[config.mk]
export PLATFORM = sky130hd
export DESIGN_NAME = dcache_mem_bridge_flat
export DESIGN_NICKNAME = d
export VERILOG_FILES = /design/src/rtl/dcache_mem_bridge_if.sv /design/src/rtl/dcache_mem_bridge.sv /design/src/flat_wrapper.sv
export SDC_FILE = /design/constraint.sdc
export NUM_CORES = 1
export LEC_CHECK = 0
export ABC_CLOCK_PERIOD_IN_PS = 2100
export CAP_MARGIN = 20
export CORE_ASPECT_RATIO = 0.6
export CORE_UTILIZATION = 45
export CTS_BUF_LIST = sky130_fd_sc_hd__clkbuf_2
export CTS_CLUSTER_SIZE = 30
export DETAILED_ROUTE_END_ITERATION = 10
export PLACE_DENSITY = 0.89
export SETUP_SLACK_MARGIN = 0.3
export SLEW_MARGIN = 20
export SYNTH_ARGS = -nofsm -noshare
export SYNTH_HDL_FRONTEND = slang
export SYNTH_SLANG_ARGS = --single-unit
[constraint.sdc]
create_clock -name clk -period 2.1 [get_ports clk]
set_input_delay 0.315 -clock clk [delete_from_list [all_inputs] [get_ports clk]]
set_output_delay 0.315 -clock clk [all_outputs]
set_load 0.01 [all_outputs]
[src/rtl/dcache_mem_bridge_if.sv]
// Cache-side line port and single-word memory bus used by dcache_mem_bridge.
// master = cache plus memory environment, slave = the bridge.
interface dcache_mem_bridge_if;
    logic [31:0]  mem_addr;
    logic         mem_r;
    logic         mem_w;
    logic [127:0] mem_data_out;
    logic [127:0] mem_data;
    logic         mem_ready;
    logic         mem_err;
    logic [31:0]  bus_addr;
    logic         bus_req;
    logic         bus_we;
    logic [31:0]  bus_wdata;
    logic [31:0]  bus_rdata;
    logic         bus_ack;

    modport master (
        output mem_addr, mem_r, mem_w, mem_data_out,
        output bus_rdata, bus_ack,
        input  mem_data, mem_ready, mem_err,
        input  bus_addr, bus_req, bus_we, bus_wdata
    );

    modport slave (
        input  mem_addr, mem_r, mem_w, mem_data_out,
        input  bus_rdata, bus_ack,
        output mem_data, mem_ready, mem_err,
        output bus_addr, bus_req, bus_we, bus_wdata
    );
endinterface

[src/rtl/dcache_mem_bridge.sv]
// Serialises 128-bit cache line fills and write-backs into four
// 32-bit request/acknowledge bus beats, with a per-beat ack timeout.
module dcache_mem_bridge #(
    parameter int unsigned TIMEOUT = 255,
    parameter int unsigned BEATS   = 4
) (
    input logic          clk,
    input logic          rst,
    dcache_mem_bridge_if.slave br
);

    localparam logic [1:0] IDLE = 2'd0;
    localparam logic [1:0] XFER = 2'd1;
    localparam logic [1:0] DONE = 2'd2;

    if (BEATS != 4) begin : g_beats_chk
        $error("dcache_mem_bridge: BEATS must be 4");
    end
    if (TIMEOUT < 1 || TIMEOUT > 65535) begin : g_timeout_chk
        $error("dcache_mem_bridge: TIMEOUT must be 1..65535");
    end

    localparam logic [15:0] TO_LIM = 16'(TIMEOUT);

    logic [1:0]   state;
    logic [1:0]   beat;
    logic [15:0]  timer;
    logic [27:0]  line;
    logic [127:0] buf_q;
    logic [127:0] mem_data_q;
    logic         dir;
    logic         err;
    logic         xfer;
    logic         last;
    logic         to_hit;
    logic [6:0]   woff;
    logic [3:0]   unused_addr;

    assign unused_addr = br.mem_addr[3:0];

    assign xfer   = (state == XFER);
    assign last   = (beat == 2'd3);
    assign to_hit = ((timer + 16'd1) == TO_LIM);
    assign woff   = {beat, 5'd0};

    // buf_q holds the write-back line, or collects read words 0..2
    always_ff @(posedge clk or negedge rst) begin
        if (!rst) begin
            state      <= IDLE;
            beat       <= 2'd0;
            timer      <= 16'd0;
            line       <= 28'd0;
            buf_q      <= 128'd0;
            mem_data_q <= 128'd0;
            dir        <= 1'b0;
            err        <= 1'b0;
        end else begin
            case (state)
                IDLE: begin
                    if (br.mem_w || br.mem_r) begin
                        line  <= br.mem_addr[31:4];
                        dir   <= br.mem_w;
                        beat  <= 2'd0;
                        timer <= 16'd0;
                        err   <= 1'b0;
                        if (br.mem_w)
                            buf_q <= br.mem_data_out;
                        state <= XFER;
                    end
                end
                XFER: begin
                    if (br.bus_ack) begin
                        timer <= 16'd0;
                        if (!dir)
                            buf_q[woff +: 32] <= br.bus_rdata;
                        if (last) begin
                            state <= DONE;
                            if (!dir)
                                mem_data_q <= {br.bus_rdata, buf_q[95:0]};
                        end else begin
                            beat <= beat + 2'd1;
                        end
                    end else if (to_hit) begin
                        err   <= 1'b1;
                        state <= DONE;
                    end else begin
                        timer <= timer + 16'd1;
                    end
                end
                DONE: begin
                    state <= IDLE;
                end
                default: begin
                    state <= IDLE;
                end
            endcase
        end
    end

    // Bus outputs are decoded from state so reset drops them at once
    assign br.bus_req   = xfer;
    assign br.bus_we    = xfer & dir;
    assign br.bus_addr  = xfer ? {line, beat, 2'b00} : 32'd0;
    assign br.bus_wdata = (xfer & dir) ? buf_q[woff +: 32] : 32'd0;
    assign br.mem_ready = (state == DONE);
    assign br.mem_err   = (state == DONE) & err;
    assign br.mem_data  = mem_data_q;

endmodule

[src/flat_wrapper.sv]
// flat-port wrapper written by rule: the top's interface ports become plain ports
module dcache_mem_bridge_flat 
#(
    parameter int unsigned TIMEOUT = 255,
    parameter int unsigned BEATS   = 4
)
  (clk, rst, br_mem_addr, br_mem_r, br_mem_w, br_mem_data_out, br_bus_rdata, br_bus_ack, br_mem_data, br_mem_ready, br_mem_err, br_bus_addr, br_bus_req, br_bus_we, br_bus_wdata);
  dcache_mem_bridge_if br_i ();
  input logic clk;
  input logic rst;
  input wire logic [$bits(br_i.mem_addr)-1:0] br_mem_addr;
  input wire logic [$bits(br_i.mem_r)-1:0] br_mem_r;
  input wire logic [$bits(br_i.mem_w)-1:0] br_mem_w;
  input wire logic [$bits(br_i.mem_data_out)-1:0] br_mem_data_out;
  input wire logic [$bits(br_i.bus_rdata)-1:0] br_bus_rdata;
  input wire logic [$bits(br_i.bus_ack)-1:0] br_bus_ack;
  output wire logic [$bits(br_i.mem_data)-1:0] br_mem_data;
  output wire logic [$bits(br_i.mem_ready)-1:0] br_mem_ready;
  output wire logic [$bits(br_i.mem_err)-1:0] br_mem_err;
  output wire logic [$bits(br_i.bus_addr)-1:0] br_bus_addr;
  output wire logic [$bits(br_i.bus_req)-1:0] br_bus_req;
  output wire logic [$bits(br_i.bus_we)-1:0] br_bus_we;
  output wire logic [$bits(br_i.bus_wdata)-1:0] br_bus_wdata;
  assign br_i.mem_addr = br_mem_addr;
  assign br_i.mem_r = br_mem_r;
  assign br_i.mem_w = br_mem_w;
  assign br_i.mem_data_out = br_mem_data_out;
  assign br_i.bus_rdata = br_bus_rdata;
  assign br_i.bus_ack = br_bus_ack;
  assign br_mem_data = br_i.mem_data;
  assign br_mem_ready = br_i.mem_ready;
  assign br_mem_err = br_i.mem_err;
  assign br_bus_addr = br_i.bus_addr;
  assign br_bus_req = br_i.bus_req;
  assign br_bus_we = br_i.bus_we;
  assign br_bus_wdata = br_i.bus_wdata;
  dcache_mem_bridge #(.TIMEOUT(TIMEOUT), .BEATS(BEATS)) u_core (.clk(clk), .rst(rst), .br(br_i));
endmodule
==> out/summary.txt, run 1 <==
CTS buffer count = 74
#FFs+latches synth = 306
Port Buffers = 386
Largest delay contributor family on the critical path = flip-flops
Worst r2r path cells = 13
Worst slew margin = 0.508
Critical Path Max Stage Delay = 0.54 ns
Internal = 24.0 mW
Sequential share of power = 0.280
Worst flop-to-flop path startpoint = u_core.beat[0]
Reg2reg setup slack = -0.66 ns
Buf/Inv on CP = 4
Comb pwr share = 0.617
Area contributors post-synth = dfrtp_1, mux2_2, a22oi_1, mux4_2, a21oi_1
Tightest Hold Check Type = in -> reg
CP max-delay cell = dfrtp_4
Area leader, netlist = dfrtp_1
CTS tree = yes
Cell total after placement = 1,953
Syn Area/Cell = 11.8 um^2
Yosys cell types = 58
Reg2reg end = u_core.br.mem_data[11]
Status = finished with violations
Gr usage total = 0.373
Critical Path RT = 1.78 ns
End of the worst hold path = u_core.buf_q[71]
Crit Path Max Fanout = 8
DRC Markers = 0
Clk sink count = 306
Slew Viols, Final = 0
Yosys Warn Count = 0
HP Start = br_mem_data_out[71]
I/O Pins = 393
Grt ovf = 0
Initial core utilization = 0.463
FP Rows = 49
Net switching power = 17.6 mW
Antenna viol nets, final = 0
First-pass GRT wire length = 89,200 um
Fraction of layout cells with a size suffix above 1 = 0.563
Setup crit start kind = flip-flop
Synth Instances = 1,187
Pwr per Cell Area = 1610 nW/um^2
Core Region = 30,300 um^2
Clk_skew = 0.126 ns
Switching part of the total = 0.424
Final setup vio count = 357
Total power draw = 41.6 mW
Clk Latency, worst-skew pair = 1.04 ns
Crit-path cells = buf_6 > buf_12 > buf_16 > mux4_2 > and3_4 > buf_2
Initial DRC count = 1,881
Root buffer cell = clkbuf_2
Clock power share = 0.103
Least-Margin Pin Slew = 0.738 ns
CP Capture Type = output pin
Drt pass-1 iters = 6
Max clock buf depth = 3
Leak = 11.6 nW
Hold Crit Depth = 3
Worst path arrival time = 2.68 ns
Die Y = 139 um
Crit Path Class = reg -> out
Fill cell count = 1,291
Die area = 31,900 um^2
Synth-to-Final Area Change = 84.0%
Most common cell in the synthesized netlist = dfrtp_1
Total of max-cap violations = 0
Mapped Area = 14,000 um^2
H-Tree Depth = 3
Post-synth EDFFs = 0
Peak Freq = 333 MHz
DR vias = 15,862
Post-place instance area = 18,900 um^2
Tmin final = 3.00 ns
Post-synth top flop = dfrtp_1
Commonest cells in the netlist = dfrtp_1, mux2_2, nor2_1, a21oi_1, a22oi_1
Initial antenna violation count = 2
Final GP Congestion = 0.897
Final WS setup = -0.899 ns
Final hold viol count = 0
Part of the cycle the worst path needs = 1.43
DR vias/cell = 6.67
DIE WIDTH = 230 um
Clock-pin slew on the worst setup and hold paths = 0.13 ns
Area fraction of the dominant cell type after synthesis = 0.546
Fin cells = 2,377
Nets = 2,122
Final wirelength = 79,500 um
Asr flop ratio synth = 1.00
CP startpoint = u_core.beat[0]
Failing checks = setup timing
Drt wl/cell = 33.4 um
Vias in the first global route = 15,037
RSZ-0062 raised after global routing = true
Largest net degree at the start of global routing = 58
Worst vdd ir = 0.962 mV
Fin area = 25,800 um^2
DPL Wire Length = 33,100 um
Post-synthesis sequential area ratio = 0.546
-- layer usage --
layer,share of wire,up-vias,track usage
met4,0.087,2,0.194
met1,0.34,7755,0.462
met3,0.13,599,0.126
met2,0.44,1637,0.581
li1,-,5869,-
met5,0.00054,-,0
-- layout by cell type, fill, tap and decap left out, types with 14 or more instances in the layout --
cell type and n:
dlygate4sd3_1 120, and2_4 29, clkbuf_16 28, and3_4 32, buf_4 65, a21oi_1 65
clkbuf_2 109, nor2_4 46, buf_16 24, buf_6 177, a21oi_2 67, a22oi_2 117
clkdlybuf4s50_1 191, mux4_2 32, nand2_1 19, mux2_4 147, buf_12 60, buf_2 81
dfrtp_1 303, nor2_1 79, nor2_2 14
-- logic make-up after synthesis --
logic type / Yosys count / synth area share
AO/OA/AOI/OAI: 306 / 0.142
XOR/XNOR: 2 / 0.00125
adder cells (fa/ha/maj): 6 / 0.00536
buffers and inverters: 109 / 0.0321
flip-flops: 306 / 0.546
multiplexers: 190 / 0.178
other: 1 / 0.000268
AND/OR/NAND/NOR: 267 / 0.0946
-- stage by stage --
step | setup slack, ns | hold slack [ns] | setup TNS, ns | util
final | -0.899 | 0.0493 | -172.36 | 0.851
after floorplan | 0.0355 | 0.0194 | 0 | -
after global routing | -0.969 | 0.000254 | -176.93 | 0.851
after global placement | -0.104 | 0.288 | -8.17 | 0.625
after detailed placement | -0.119 | 0.283 | -8.12 | 0.625
after CTS | -0.898 | 0.000248 | -96.33 | 0.738
-- how the worst max path moves through the flow --
stage / end / slack (ns) / cells after the start
after detailed placement: br_bus_wdata[22] / -0.12 / 4
after floorplan: u_core.timer[6] / 0.04 / 7
final: br_bus_wdata[16] / -0.90 / 6
after CTS: br_bus_wdata[16] / -0.90 / 6
after global routing: br_bus_wdata[15] / -0.97 / 6
after global placement: br_bus_wdata[22] / -0.10 / 4
-- cell type report --
class	count	area, um^2	share of cell area
multi-input combinational	774	8160	0.316
tap	408	510	0.0198
inverter	6	35.0	0.00136
clock inverter	15	85.1	0.00330
sequential	306	7660	0.297
timing repair buffer	757	8780	0.341
antenna	2	5.00	0.000194
clock buffer	109	546	0.0212
-- worst reg2reg max path, delay by kind of cell, from the launching register on --
family,cells,cell delay (ns)
buffers and inverters,10,1.41
flip-flops,1,0.54
multiplexers,1,0.30
adder cells (fa/ha/maj),1,0.20
AND/OR/NAND/NOR,1,0.18
-- power groups by stage --
stage                     Combinational (mW)  Clock, mW  Sequential, mW
final                                   25.6       4.30            11.6
after global routing                    26.2       4.51            11.7
after CTS                               18.8       4.02            10.7
after detailed placement                15.4          0            10.7
after global placement                  14.9          0            10.5
after floorplan                         7.58          0            10.7
-- what timing repair did --
item                                    CTS  global route
pin swaps                                83            96
resized for setup                      1103           510
endpoints found under the hold margin   422             1
buffers inserted                         59            50
setup endpoints to repair               466           499
cloned                                   25            44
hold buffers                            119             1
-- flip-flops by register name (all words and copies together), names as in the netlist --
signal / count
u_core.br.mem_data: 128
u_core.buf_q: 128
u_core.line: 28
u_core.timer: 16
u_core.beat: 2
u_core.state: 2
u_core.dir: 1
u_core.err: 1
Power figures use the tool's default switching activity.
==> inputs of run 2 (changes only) <==
- ABC_CLOCK_PERIOD_IN_PS: 2100 -> not set
==> results of run 2 <==
The final DEF is identical to that of run 1; final timing and power are the same.
==> inputs of run 3 (changes only) <==
- MAX_ROUTING_LAYER: not set -> met4
==> out/summary.txt, run 3 (synthesized netlist as in run 1, its figures left out) <==
I/O Pins = 393
Pwr per Cell Area = 1580 nW/um^2
Initial DRC count = 1,956
RSZ-0062 raised after global routing = true
Area occupied by multi-input gates = 7620 um^2
Commonest non-fill, non-tap cell in the layout = dfrtp_1
Final GP Congestion = 0.918
DR vias/cell = 6.68
Die Y = 139 um
Worst flop-to-flop path startpoint = u_core.beat[0]
FP Rows = 49
Vias in the first global route = 15,371
Buf/Inv on CP = 7
Clk Latency, worst-skew pair = 1.07 ns
DIE WIDTH = 230 um
Status = finished with violations
Worst r2r path cells = 14
Drt wl/cell = 32.8 um
Tightest Hold Check Type = in -> reg
Worst slack, placed = -0.121 ns
FF+latch area = 7670 um^2
Slew Viols, Final = 0
Final WS setup = -0.917 ns
Most frequent cells in the layout = dfrtp_1, clkdlybuf4s50_1, buf_6, dlygate4sd3_1, nor2_1
Antenna viol nets, final = 0
Least-Margin Pin Slew = 0.755 ns
Clk sink count = 306
First-pass GRT wire length = 94,500 um
Final setup vio count = 338
Fraction of layout cells with a size suffix above 1 = 0.533
Hold slack = 0.0443 ns
Leak = 11.3 nW
Initial core utilization = 0.463
Largest net degree at the start of global routing = 62
CP startpoint = u_core.state[1]
Worst path arrival time = 2.70 ns
Drt pass-1 iters = 10
Reg2reg end = u_core.buf_q[116]
CP endpoint = br_bus_wdata[21]
CTS buffer count = 75
Port Buffers = 386
H-Tree Depth = 3
Synth-to-Final Area Change = 81.2%
Crit-path cells = nand2b_4 > inv_8 > buf_6 > buf_6 > buf_6 > buf_12 > clkbuf_16 > and3_4 > buf_6
Total of max-cap violations = 0
Setup crit start kind = flip-flop
Critical Path RT = 1.78 ns
Critical Path Max Stage Delay = 0.43 ns
Final wirelength = 79,000 um
Tmin final = 3.02 ns
Fill cell count = 1,344
Crit Path Max Fanout = 7
CP max-delay cell = dfrtp_1
Peak Freq = 331 MHz
Part of the cycle the worst path needs = 1.44
CTS tree = yes
Grt ovf = 0
Largest delay contributor family on the critical path = buffers and inverters
Crit Path Class = reg -> out
DR vias = 16,093
Reg2reg setup slack = -0.69 ns
Core Region = 30,300 um^2
Clock-pin slew on the worst setup and hold paths = 0.14 ns
Failing checks = setup timing
Initial antenna violation count = 5
DPL Wire Length = 33,000 um
Gr usage total = 0.411
Total power draw = 40.2 mW
WP depth = 9
DRC Markers = 0
Worst slew margin = 0.497
Most used cell, CP = buf_6
Worst vdd ir = 0.879 mV
Clk_skew = 0.104 ns
Nets = 2,155
Max clock buf depth = 3
Final hold viol count = 0
Die area = 31,900 um^2
Setup TNS = -173.59 ns
CP Capture Type = output pin
Root buffer cell = clkbuf_2
## run 3: final cells by class
cell class	count	area share
Clock inverter	13	0.00419
Clock buffer	107	0.0211
Antenna cell	6	0.000591
Tap cell	408	0.0201
Inverter	6	0.00138
Sequential cell	306	0.302
Timing Repair Buffer	789	0.351
Multi-Input combinational cell	774	0.300
## run 3: worst min path at each step
stage / startpoint / end / slack (ns) / cells past startpoint
3_5_place_dp: rst / u_core.buf_q[5] / 0.31 / 1
3_3_place_gp: rst / u_core.br.mem_data[5] / 0.30 / 1
2_1_floorplan: rst / u_core.beat[0] / 0.02 / 0
4_1_cts: br_mem_data_out[2] / u_core.buf_q[2] / 0.001 / 3
5_1_grt: br_mem_data_out[124] / u_core.buf_q[124] / -0.04 / 3
6_report: br_mem_data_out[102] / u_core.buf_q[102] / 0.04 / 3
## run 3: timing repair
| item | CTS | global route |
|---|---|---|
| hold endpoints to repair | 455 | 0 |
| resized for setup | 1185 | 303 |
| hold buffers | 152 | 0 |
| pin swaps | 123 | 87 |
| gates cloned | 29 | 28 |
| endpoints found under the setup margin | 463 | 500 |
| setup buffers | 73 | 47 |
## run 3: worst register-to-register path: cells and delay by family (launching register included)
| kind | cells | cell delay (ns) |
|---|---|---|
| compound gates | 2 | 0.22 |
| simple gates | 1 | 0.44 |
| flops | 1 | 0.55 |
| buf+inv | 10 | 1.28 |
| fa+ha+maj | 1 | 0.22 |
## run 3: metal layers
| metal | part of all wire | global-route usage | up-vias |
|---|---|---|---|
| met5 | 0 | - | - |
| li1 | - | - | 5942 |
| met4 | 0.084 | 0.218 | 0 |
| met2 | 0.44 | 0.623 | 1683 |
| met1 | 0.33 | 0.497 | 7844 |
| met3 | 0.14 | 0.121 | 624 |
## run 3: through the flow
| step | cells | utilization | cell area (um^2) |
|---|---|---|---|
| finish | 2409 | 0.838 | 25400 |
| CTS | 2328 | 0.766 | 23200 |
| detailed placement | 1954 | 0.626 | 19000 |
| floorplan | 1188 | - | 14200 |
| global route | 2409 | 0.838 | 25400 |
| global placement | 1954 | 0.626 | 19000 |
## run 3: report_power, final
group          switching (mW)  internal (mW)
Clock                    2.83           1.58
Combinational            11.5           12.8
Sequential               2.69           8.75
